[src/rtl/mix_columns_iter.sv]
// Column-serial AES MixColumns stage with per-block bypass for the final round.
// Accepts one 128-bit column-major state in IDLE. It transforms COLS_PER_CYCLE
// columns per clock while BUSY, then holds the result in DONE until it is taken.

// One MixColumns column: b = circulant(2,3,1,1) * a over GF(2^8).
module mix_col (
  input  logic [31:0] col_i,
  output logic [31:0] col_o
);
  logic [7:0] a0, a1, a2, a3;
  logic [7:0] d0, d1, d2, d3;

  // GF(2^8) doubling with the AES reduction polynomial.
  function automatic logic [7:0] xt(input logic [7:0] x);
    return {x[6:0], 1'b0} ^ (x[7] ? 8'h1b : 8'h00);
  endfunction

  assign {a0, a1, a2, a3} = col_i;
  assign d0 = xt(a0);
  assign d1 = xt(a1);
  assign d2 = xt(a2);
  assign d3 = xt(a3);

  // 3x is written as 2x ^ x.
  assign col_o = {d0 ^ (d1 ^ a1) ^ a2 ^ a3,
                  a0 ^ d1 ^ (d2 ^ a2) ^ a3,
                  a0 ^ a1 ^ d2 ^ (d3 ^ a3),
                  (d0 ^ a0) ^ a1 ^ a2 ^ d3};
endmodule

module mix_columns_iter #(
  parameter int COLS_PER_CYCLE = 1
) (
  input  logic         clk,
  input  logic         rst_n,
  input  logic         in_valid,
  output logic         in_ready,
  input  logic [127:0] in_state,
  input  logic         in_bypass,
  output logic         out_valid,
  input  logic         out_ready,
  output logic [127:0] out_state,
  output logic         busy
);
  localparam int K = 4 / COLS_PER_CYCLE;

  if (!(COLS_PER_CYCLE == 1 || COLS_PER_CYCLE == 2 || COLS_PER_CYCLE == 4)) begin : g_bad_cols
    $error("mix_columns_iter: COLS_PER_CYCLE must be 1, 2 or 4");
  end

  typedef enum logic [1:0] {IDLE, BUSY, DONE} state_e;

  state_e            state_q;
  logic [1:0]        cnt_q;
  // Column c sits in bits [127-32c -: 32], which is packed element 3-c (= ~c).
  logic [3:0][31:0]  work_q, out_q, out_d;

  logic [COLS_PER_CYCLE-1:0][1:0]  col_idx;
  logic [COLS_PER_CYCLE-1:0][31:0] col_in, col_out;

  // One transform lane per column handled in a cycle.
  for (genvar j = 0; j < COLS_PER_CYCLE; j++) begin : g_lane
    assign col_idx[j] = 2'((int'(cnt_q) * COLS_PER_CYCLE + j) % 4);
    assign col_in[j]  = work_q[~col_idx[j]];
    mix_col u_mix (.col_i(col_in[j]), .col_o(col_out[j]));
  end

  // Merge the current group's results into the output register image.
  always_comb begin
    out_d = out_q;
    for (int j = 0; j < COLS_PER_CYCLE; j++)
      out_d[~col_idx[j]] = col_out[j];
  end

  // Control FSM plus the working/output registers; reset discards any block in flight.
  always_ff @(posedge clk or negedge rst_n) begin
    if (!rst_n) begin
      state_q <= IDLE;
      cnt_q   <= '0;
      work_q  <= '0;
      out_q   <= '0;
    end else begin
      case (state_q)
        IDLE: if (in_valid) begin
          work_q <= in_state;
          cnt_q  <= '0;
          if (in_bypass) begin
            out_q   <= in_state;
            state_q <= DONE;
          end else begin
            state_q <= BUSY;
          end
        end
        BUSY: begin
          out_q <= out_d;
          // Counter parks at K-1; it is only cleared by the next accept.
          if (cnt_q == 2'(K - 1)) state_q <= DONE;
          else                    cnt_q   <= cnt_q + 2'd1;
        end
        DONE: if (out_ready) state_q <= IDLE;
        default: state_q <= IDLE;
      endcase
    end
  end

  assign in_ready  = (state_q == IDLE);
  assign busy      = (state_q == BUSY);
  assign out_valid = (state_q == DONE);
  assign out_state = out_q;
endmodule

[config.mk]
export PLATFORM = sky130hd
export DESIGN_NAME = mix_columns_iter
export DESIGN_NICKNAME = d
export VERILOG_FILES = /design/src/rtl/mix_columns_iter.sv
export SDC_FILE = /design/constraint.sdc
export NUM_CORES = 1
export LEC_CHECK = 0
export CAP_MARGIN = 40
export CORE_MARGIN = 1.5
export CORE_UTILIZATION = 50
export DETAILED_ROUTE_END_ITERATION = 12
export PLACE_DENSITY = 0.77
export SLEW_MARGIN = 10
export SYNTH_ARGS = -nofsm -noshare
export SYNTH_HDL_FRONTEND = slang
export SYNTH_HIERARCHICAL = 1
export SYNTH_SLANG_ARGS = --single-unit
[constraint.sdc]
create_clock -name clk -period 4.5 [get_ports clk]
set_clock_uncertainty 0.05 [all_clocks]
set_input_delay 0.675 -clock clk [delete_from_list [all_inputs] [get_ports clk]]
set_output_delay 0.675 -clock clk [all_outputs]
set_load 0.05 [all_outputs]
==> results.cfg <==
[worst_setup_path]
reg2reg_depth = 7
crit_type = register to register
cp-start-kind = register
cp.required_ns = 4.86
r2r_end = out_state[100]
ff2ff_setup_slack_ns = 1.28
r2r-start = cnt_q[0]
crit_fanout = 28
crit_arrival_ns = 3.58
cp-end-kind = register

[synthesis]
synth_top_area_frac = 0.453
syn_inst = 1100
synth-warning-count = 6
synth.area.top_cells = dfrtp_1 (45%), mux2_2 (19%), mux2i_1 (8.9%), xnor3_1 (5.5%), mux4_2 (5.0%)
yosysUniqueCellTypes = 29
avgSynthCellArea_um2 = 13.1
synth-seq-cells = 260
syn_area_um2 = 14400
syn-num-nets = 1238
yosys.area.top_type = dfrtp_1
synth.yosys.seq_area_share = 0.453

[cts]
cts_resized = 0
cts.sinks = 260
numCtsBuffers = 28
cts_hold_buf = 0
post-cts-setup-buffers = 0
clk_pin_slew_ns = 0.06
clockBufferDepth = 3
cts_tree = done
clkLatencyLatePin_ns = 0.54
cts-root-buf = clkbuf_16
htree_levels = 1

[cells_and_area]
final_nets = 1482
syn2layout_area_growth_pct = 27.6
drive_gt1_frac = 0.273
n_antenna_cell = 0

[timing]
setup_viol = 0
maxSlewHeadroom = 0.427
rsz0062_at_grt = false
fin_crit_ns = 3.22
tightest_slew_ns = 0.860
slew_viol_final = 0
fin_crit_sh = 0.715
hold_viol_final = 0
fmax_mhz = 311
fin_tns_setup_ns = 0

[global_routing]
grt_pass1_vias = 10100
antenna_found_initial = 0
grt_max_degree = 130
grt_first_pass_wirelength_um = 60000
grt-ovfl-total = 0
globalRouteTotalUtil = 0.259

[floorplanning]
rows = 61
initial_core_util = 0.513
die_h_um = 173
io_pins = 264
die_x_um = 173
core-area_um2 = 28000
fp.dieArea_um2 = 29800

[placed_design]
dp_hpwl_um = 27100
gp_congestion = 0.780
portBuffers = 263

[detailed_routing]
wl_um = 38000
remaining_drc_errors = 0
dr.pass1.iters = 5
drt_iter0_drc = 625
detail_route.wl_per_cell_um = 21.8
vias = 9313
drt.antenna.violating_nets = 0
via_per_inst = 5.35

[flow_run]
cap_violations = 0

[hold_path]
hp-class = primary input to async pin

[run_status]
status = finished, final reports clean
==> sequential cells by signal, summed over array words and instances, names as in the netlist <==
name       flops
cnt_q          2
out_state    128
state_q        2
work_q       128
==> area by class of cell <==
class	count	area, um2
fillers	2132	9670
multi-input cells	640	6900
flip-flops and latches	260	6510
repair buffers	283	2940
clock buffers	36	812
inverters	131	492
well taps	378	473
clock inverters	13	221
==> critical path, cell delays in order, from the launching register on <==
cell     delay, ns
dfrtp_2       0.58
buf_12        0.29
mux4_2        0.67
xnor2_2       0.40
xnor3_1       0.60
nand2_1       0.12
mux2i_1       0.08
mux2_2        0.27
==> stage by stage <==
stage               std cells   util  instance area (um2)  worst slack, ns  hold WS [ns]
global placement         1686  0.612                17200             1.27         0.434
global route             1741  0.655                18300             1.06         0.183
finish                   1741  0.655                18300             1.28        0.0985
floorplan                1100      -                14400             1.65         0.329
CTS                      1740  0.654                18300             1.20         0.160
detailed placement       1691  0.617                17300             1.25         0.440
==> synth_stat cells <==
cell	count
a22o_1	1
xor2_1	11
a21o_1	4
buf_2	20
nor2b_1	3
o21bai_2	1
inv_1	131
ha_1	5
xnor2_4	1
buf_6	3
a21oi_1	1
mux2i_1	128
mux2_2	248
nand2_1	129
buf_12	1
clkbuf_1	20
buf_8	12
xnor2_1	14
mux4_2	32
xor3_1	7
xnor3_1	35
buf_4	13
and4bb_1	1
xor3_4	1
mux2_4	9
nor3b_1	2
xnor2_2	3
nor2_1	4
dfrtp_1	260
==> cell usage in the layout (no fill, tap or decap) <==
| master | count |
|---|---|
| dfrtp_1 | 258 |
| ha_2 | 1 |
| bufinv_16 | 6 |
| clkinvlp_4 | 1 |
| xnor3_1 | 35 |
| buf_16 | 5 |
| dfrtp_2 | 2 |
| inv_6 | 1 |
| buf_4 | 11 |
| clkbuf_1 | 1 |
| a21o_1 | 1 |
| inv_1 | 131 |
| a22o_1 | 1 |
| a21oi_1 | 1 |
| mux2_2 | 248 |
| mux2_4 | 9 |
| o21bai_4 | 1 |
| nor3b_2 | 1 |
| clkbuf_8 | 6 |
| nor2_1 | 4 |
| clkinv_2 | 5 |
| clkdlybuf4s50_1 | 262 |
| nor2b_4 | 1 |
| ha_1 | 4 |
| xnor2_4 | 1 |
| a21o_2 | 3 |
| xor3_1 | 7 |
| clkbuf_16 | 29 |
| nor3b_1 | 1 |
| mux2i_1 | 128 |
| xor3_4 | 1 |
| xnor2_1 | 14 |
| mux4_2 | 32 |
| xnor2_2 | 3 |
| xor2_1 | 11 |
| buf_12 | 4 |
| buf_8 | 1 |
| nor2b_1 | 2 |
| and4bb_1 | 1 |
| nand2_1 | 129 |
==> worst max path at each step <==
stage / slack, ns / startpoint / endpoint / cells after the start
floorplan: 1.65 / cnt_q[0] / out_state[115] / 9
global placement: 1.27 / cnt_q[0] / out_state[46] / 7
detailed placement: 1.25 / cnt_q[0] / out_state[68] / 7
CTS: 1.20 / cnt_q[0] / out_state[68] / 7
global route: 1.06 / cnt_q[0] / out_state[127] / 7
finish: 1.28 / cnt_q[0] / out_state[100] / 7
==> logic make-up after synthesis <==
kind of cell               Yosys count  synth area share
muxes                              417             0.343
DFF                                260             0.453
buffers and inverters              200            0.0695
and+or+nand+nor                    139            0.0379
xor gates and xnor gates            72            0.0889
AOI/OAI and AO/OA                    7           0.00383
adders and majority gates            5           0.00435
==> layer usage <==
| layer | share of wire | track usage | routed length [um] |
|---|---|---|---|
| met5 | 0 | 0 | 0 |
| met3 | 0.053 | 0.0413 | 2030 |
| met4 | 0.012 | 0.0534 | 460 |
| met2 | 0.48 | 0.429 | 18400 |
| met1 | 0.45 | 0.364 | 17200 |
Power is not shown: default switching activity piles up to over one toggle a cycle in this logic, so the estimate is an artifact.
